$ cat config.mk
export PLATFORM = sky130hd
export DESIGN_NAME = register_io_deskew
export DESIGN_NICKNAME = d
export VERILOG_FILES = /design/src/rtl/register_io_deskew.sv
export SDC_FILE = /design/constraint.sdc
export NUM_CORES = 1
export LEC_CHECK = 0
export ABC_CLOCK_PERIOD_IN_PS = 2000
export BUFFER_PORTS_ARGS = -buffer_cell sky130_fd_sc_hd__buf_2
export CAP_MARGIN = 30
export CORE_MARGIN = 2
export CORE_UTILIZATION = 30
export DETAILED_ROUTE_END_ITERATION = 10
export PLACE_DENSITY = 0.57
export SLEW_MARGIN = 40
export SYNTH_ARGS = -nofsm -noshare
export SYNTH_HDL_FRONTEND = slang
export SYNTH_SLANG_ARGS = --single-unit
$ cat constraint.sdc
create_clock -name clock -period 2 [get_ports clock]
set_clock_uncertainty 0.1 [all_clocks]
set_input_delay 0.1 -clock clock [delete_from_list [all_inputs] [get_ports clock]]
set_output_delay 0.1 -clock clock [all_outputs]
set_load 0.1 [all_outputs]
$ cat src/rtl/register_io_deskew.sv
`default_nettype none
// ============================================================================
// Module   : register_io_deskew
// Purpose  : Pin-boundary register bank with per-lane programmable deskew
//            delay and a settle flag qualifying output data.
// Revision : 1.0
// ============================================================================
module register_io_deskew #(
    parameter int                    LANE_COUNT  = 1,
    parameter int                    WORD_WIDTH  = 1,
    parameter int                    MAX_DELAY   = 7,
    parameter logic [WORD_WIDTH-1:0] RESET_VALUE = '0,
    localparam int DELAY_WIDTH = $clog2(MAX_DELAY + 1),
    localparam int LANE_WIDTH  = (LANE_COUNT > 1) ? $clog2(LANE_COUNT) : 1
) (
    input  logic                             clock,
    input  logic                             clear,
    input  logic                             clock_enable,
    input  logic [LANE_COUNT*WORD_WIDTH-1:0] data_in,
    output logic [LANE_COUNT*WORD_WIDTH-1:0] data_out,
    output logic                             data_out_valid,
    input  logic                             delay_set_valid,
    output logic                             delay_set_ready,
    input  logic [LANE_WIDTH-1:0]            delay_set_lane,
    input  logic [DELAY_WIDTH-1:0]           delay_set_value
);

    localparam int                     CNT_WIDTH     = $clog2(MAX_DELAY + 3);
    localparam logic [CNT_WIDTH-1:0]   SETTLE_CYCLES = CNT_WIDTH'(MAX_DELAY + 2);
    localparam logic [CNT_WIDTH-1:0]   CNT_ONE       = CNT_WIDTH'(1);
    localparam logic [DELAY_WIDTH-1:0] DELAY_MAX     = DELAY_WIDTH'(MAX_DELAY);

    localparam logic [0:0] ST_SETTLE = 1'b0;
    localparam logic [0:0] ST_RUN    = 1'b1;

    logic [0:0]             state_q;
    logic [0:0]             state_d;
    logic [CNT_WIDTH-1:0]   cnt_q;
    logic [CNT_WIDTH-1:0]   cnt_d;
    logic [DELAY_WIDTH-1:0] delay_q [LANE_COUNT];
    logic                   lane_ok;
    logic                   accept;
    logic [DELAY_WIDTH-1:0] value_sat;

    assign lane_ok   = ({1'b0, delay_set_lane} < (LANE_WIDTH + 1)'(LANE_COUNT));
    assign accept    = delay_set_valid && delay_set_ready && !clear;
    assign value_sat = (delay_set_value > DELAY_MAX) ? DELAY_MAX : delay_set_value;

    // ------------------------------------------------------------------
    // Settle FSM: state register, next-state logic, output decode
    // ------------------------------------------------------------------
    always_ff @(posedge clock) begin
        if (clear) begin
            state_q <= ST_SETTLE;
            cnt_q   <= SETTLE_CYCLES;
        end else begin
            state_q <= state_d;
            cnt_q   <= cnt_d;
        end
    end

    always_comb begin
        state_d = state_q;
        cnt_d   = cnt_q;
        case (state_q)
            ST_SETTLE: begin
                if (clock_enable) begin
                    cnt_d = cnt_q - CNT_ONE;
                    if (cnt_q == CNT_ONE) begin
                        state_d = ST_RUN;
                    end
                end
            end
            ST_RUN: begin
                // Requests to a nonexistent lane complete the handshake only.
                if (accept && lane_ok) begin
                    state_d = ST_SETTLE;
                    cnt_d   = SETTLE_CYCLES;
                end
            end
            default: begin
                state_d = ST_SETTLE;
                cnt_d   = SETTLE_CYCLES;
            end
        endcase
    end

    always_comb begin
        delay_set_ready = 1'b0;
        data_out_valid  = 1'b0;
        if (state_q == ST_RUN) begin
            delay_set_ready = 1'b1;
            data_out_valid  = 1'b1;
        end
    end

    // ------------------------------------------------------------------
    // Per-lane delay selection
    // ------------------------------------------------------------------
    always_ff @(posedge clock) begin
        if (clear) begin
            for (int i = 0; i < LANE_COUNT; i++) begin
                delay_q[i] <= '0;
            end
        end else if (accept && lane_ok) begin
            for (int i = 0; i < LANE_COUNT; i++) begin
                if (delay_set_lane == LANE_WIDTH'(i)) begin
                    delay_q[i] <= value_sat;
                end
            end
        end
    end

    // ------------------------------------------------------------------
    // Per-lane data path: IOB input reg, shift line, tap mux, IOB output reg
    // ------------------------------------------------------------------
    for (genvar i = 0; i < LANE_COUNT; i++) begin : g_lane
        (* useioff = 1, IOB = "TRUE" *) logic [WORD_WIDTH-1:0] in_q;
        (* useioff = 1, IOB = "TRUE" *) logic [WORD_WIDTH-1:0] out_q;
        logic [WORD_WIDTH-1:0] shift_q [MAX_DELAY];
        logic [WORD_WIDTH-1:0] tap_sel;

        always_comb begin
            tap_sel = in_q;
            for (int k = 0; k < MAX_DELAY; k++) begin
                if (delay_q[i] == DELAY_WIDTH'(k + 1)) begin
                    tap_sel = shift_q[k];
                end
            end
        end

        always_ff @(posedge clock) begin
            if (clear) begin
                in_q  <= RESET_VALUE;
                out_q <= RESET_VALUE;
                for (int k = 0; k < MAX_DELAY; k++) begin
                    shift_q[k] <= RESET_VALUE;
                end
            end else if (clock_enable) begin
                in_q       <= data_in[i*WORD_WIDTH +: WORD_WIDTH];
                out_q      <= tap_sel;
                shift_q[0] <= in_q;
                for (int k = 1; k < MAX_DELAY; k++) begin
                    shift_q[k] <= shift_q[k-1];
                end
            end
        end

        assign data_out[i*WORD_WIDTH +: WORD_WIDTH] = out_q;
    end

endmodule
`default_nettype wire
==> impl_results.md <==
- Area contributors post-synth: edfxtp_1 (38%), dfxtp_1 (18%), and2_1 (7.2%), ha_1 (3.2%), inv_1 (2.9%)
- Reg2reg setup slack: 0.59 ns
- Clock Tree Root: clkbuf_4
- Crit path required time: 2.09 ns
- TritonCTS buffer count: 3
- Sequential Power Share: 0.592
- YS warnings: 0
- Clk Latency, worst-skew pair: 0.29 ns
- Rel. slew slack: 0.652
- Crit path cell chain: dlygate4sd3_1, buf_2, nor4bb_1, nand3b_1, a21oi_1
- Syn nets: 77
- Chip width: 55.1 microns
- Post-route insts no fill: 116
- Total gr overflow: 0
- Crit Reg-Reg Endpoint: state_q$_SDFF_PP0_
- Setup TNS: 0 ns
- Fin area: 953 sq um
- Final setup vio count: 0
- Initial Util: 0.316
- DRT Pass-1 Iters: 4
- Clk slew on worst S/H paths: 0.10 ns
- Clock power share: 0.266
- CTS tree: done
- Synth Instances: 66
- Run status: finished clean
- Slowest stage cell, crit path: dlygate4sd3_1
- DP Wirelength: 1000 microns
- Overall Global Routing Usage: 0.110
- Post-Synthesis Cell Area: 782 sq um
- Area post-placement: 867 sq um
- Die Area: 0.00303 sq mm
- Vias in the first global route: 517
- RSZ-0062 raised after global routing: false
- Ys async rst share: 0
- Element type at the critical path end: flop
- Post-CTS Setup Bufs: 0
- Worst ir drop on vdd: 0.423 mV
- Worst-Margin Slew: 0.515 ns
- Synth area leader: edfxtp_1
- Max Cap Violations: 0
- Wirelength, routed: 1340 microns
- Critical Path Source Type: input port
- Sw power: 178 uW
- Nets@finish: 98
- Register-to-Register Path Depth: 3
- Fin crit share: 0.738
- Hold Path End: state_q$_SDFF_PP0_
- Fmax achieved: 678 MHz
- Clock buffer depth: 2
- Hold buffers post-CTS: 6
- EDFF count, synth: 10
- Minimum clock period: 1.48 ns
- PwrDens: 726 mW/mm^2
- Slowest cell delay on critical path: 0.53 ns
- WL/cell: 11.6 microns
- Initial antenna violation count: 0
- CP Class: in -> reg
- Netlist cell types: 27
- Routed Antenna Nets: 0
- Clock sink count: 17
- HP Class: in -> reg
- Yosys top cell area share: 0.384
- Leak: 0.392 nW
- Post-route DRC violation count: 0
- Top-count cell post-synth: edfxtp_1
- Largest net degree at the start of global routing: 10
- Row cnt: 18
- First-pass GRT wire length: 2290 microns
- Ratio of cells with drive above 1 in the final layout: 0.209
- I/O pin count: 12
- WP data arrival: 1.56 ns
- Hold Slack: 0.0315 ns
- Final WS setup: 0.525 ns
- # H-tree levels: 1
- Vias: 533
- Placement Setup Slack: 0.609 ns
- Fin. Hold Viols: 0
- Sw Ratio: 0.257
- Synth Flop Type: edfxtp_1
- Final Max Slew Viols: 0
- Avg Cell Area, Syn: 11.8 sq um
- Internal: 514 uW
- # port buffers: 11
- Post-cts sizing count: 0
- Core ar.: 0.00248 sq mm
- FF-to-FF Start: state_q$_SDFF_PP0_
- Dpl cells: 106
- Hold-critical path depth: 3
- FF+latch count, synth: 17
- Critical Path Fanout Max: 9
- Top post-synthesis cells by count: edfxtp_1 (10), and2_1 (9), dfxtp_1 (7)
- P&R area growth vs syn: 21.9%
- Antenna cells: 0
- Seq/Total Area, Yosys: 0.563
- Drt initial violations: 5
- Detail-routed via count per cell: 4.59
- Die span in y: 55.1 microns
- Combinational fraction of design power: 0.142
- Worst min-delay path startpoint: delay_set_lane
- GP Congestion: 0.667
kinds of logic after synthesis:
| group | after synthesis | synth area share |
|---|---|---|
| AOI/OAI and AO/OA | 7 | 0.0608 |
| xor gates and xnor gates | 2 | 0.0224 |
| adders and majority gates | 2 | 0.0320 |
| buffers and inverters | 7 | 0.0384 |
| DFF | 17 | 0.563 |
| muxes | 4 | 0.0688 |
| and+or+nand+nor | 27 | 0.214 |
metrics by stage:
stage                     utilization  power [mW]
after floorplan                     -       0.480
after global placement          0.350       0.507
after detailed placement        0.350       0.508
after CTS                       0.385       0.699
after global routing            0.385       0.734
final                           0.385       0.692
registers in the layout (all words and copies together) (netlist names):
register	flops
cnt_q	4
data_out	1
delay_q	3
g_lane.in_q	1
g_lane.shift_q	7
state_q	1
area by class of cell:
class / count / area (sq um)
Inverter: 6 / 22.5
Tap cell: 30 / 37.5
Sequential cell: 17 / 440
Fill cell: 242 / 1520
Multi-Input combinational cell: 42 / 312
Clock buffer: 4 / 26.3
Timing Repair Buffer: 17 / 115
critical path: cells and delay by family:
family,cells,cell delay [ns]
AND/OR/NAND/NOR,2,0.69
AO/OA/AOI/OAI,1,0.06
buffers and inverters,2,0.71
per-layer routing:
layer / track usage / wire, microns / up-vias / share of wire
li1: - / - / 272 / -
met1: 0.138 / 632 / 250 / 0.47
met2: 0.175 / 638 / 11 / 0.48
met3: 0.0484 / 68 / 0 / 0.051
met4: 0.0244 / 0 / 0 / 0
met5: 0 / 0 / - / 0
layout by cell type (no fill, tap or decap), drive strengths merged, types with 2 or more instances in the layout:
cell         Yosys  routed
ha               2       2
nand2            2       2
mux2i            2       2
and2             9       9
or4b             2       2
buf              1      11
inv              6       6
dlygate4sd3      0       6
dfxtp            7       7
clkbuf           0       4
nand3b           2       2
or2              2       2
nand3            2       2
nor2b            2       2
a21oi            2       2
nor2             4       4
edfxtp          10      10
worst max path at each step:
stage                             startpoint                    end  cells after the start
final                                  clear  cnt_q[1]$_SDFFE_PP0P_                      5
after floorplan           state_q$_SDFF_PP0_     state_q$_SDFF_PP0_                      3
after detailed placement  state_q$_SDFF_PP0_     state_q$_SDFF_PP0_                      3
after global routing                   clear  cnt_q[1]$_SDFFE_PP0P_                      5
after CTS                              clear  cnt_q[1]$_SDFFE_PP0P_                      5
after global placement    state_q$_SDFF_PP0_     state_q$_SDFF_PP0_                      3
power by group through the flow:
stage	Clock, mW	Sequential, mW	Combinational (mW)
2_1_floorplan	0	0.427	0.0524
3_3_place_gp	0	0.417	0.0897
3_5_place_dp	0	0.417	0.0905
4_1_cts	0.190	0.409	0.0999
5_1_grt	0.210	0.414	0.110
6_report	0.184	0.410	0.0985
Power figures use the tool's default switching activity.
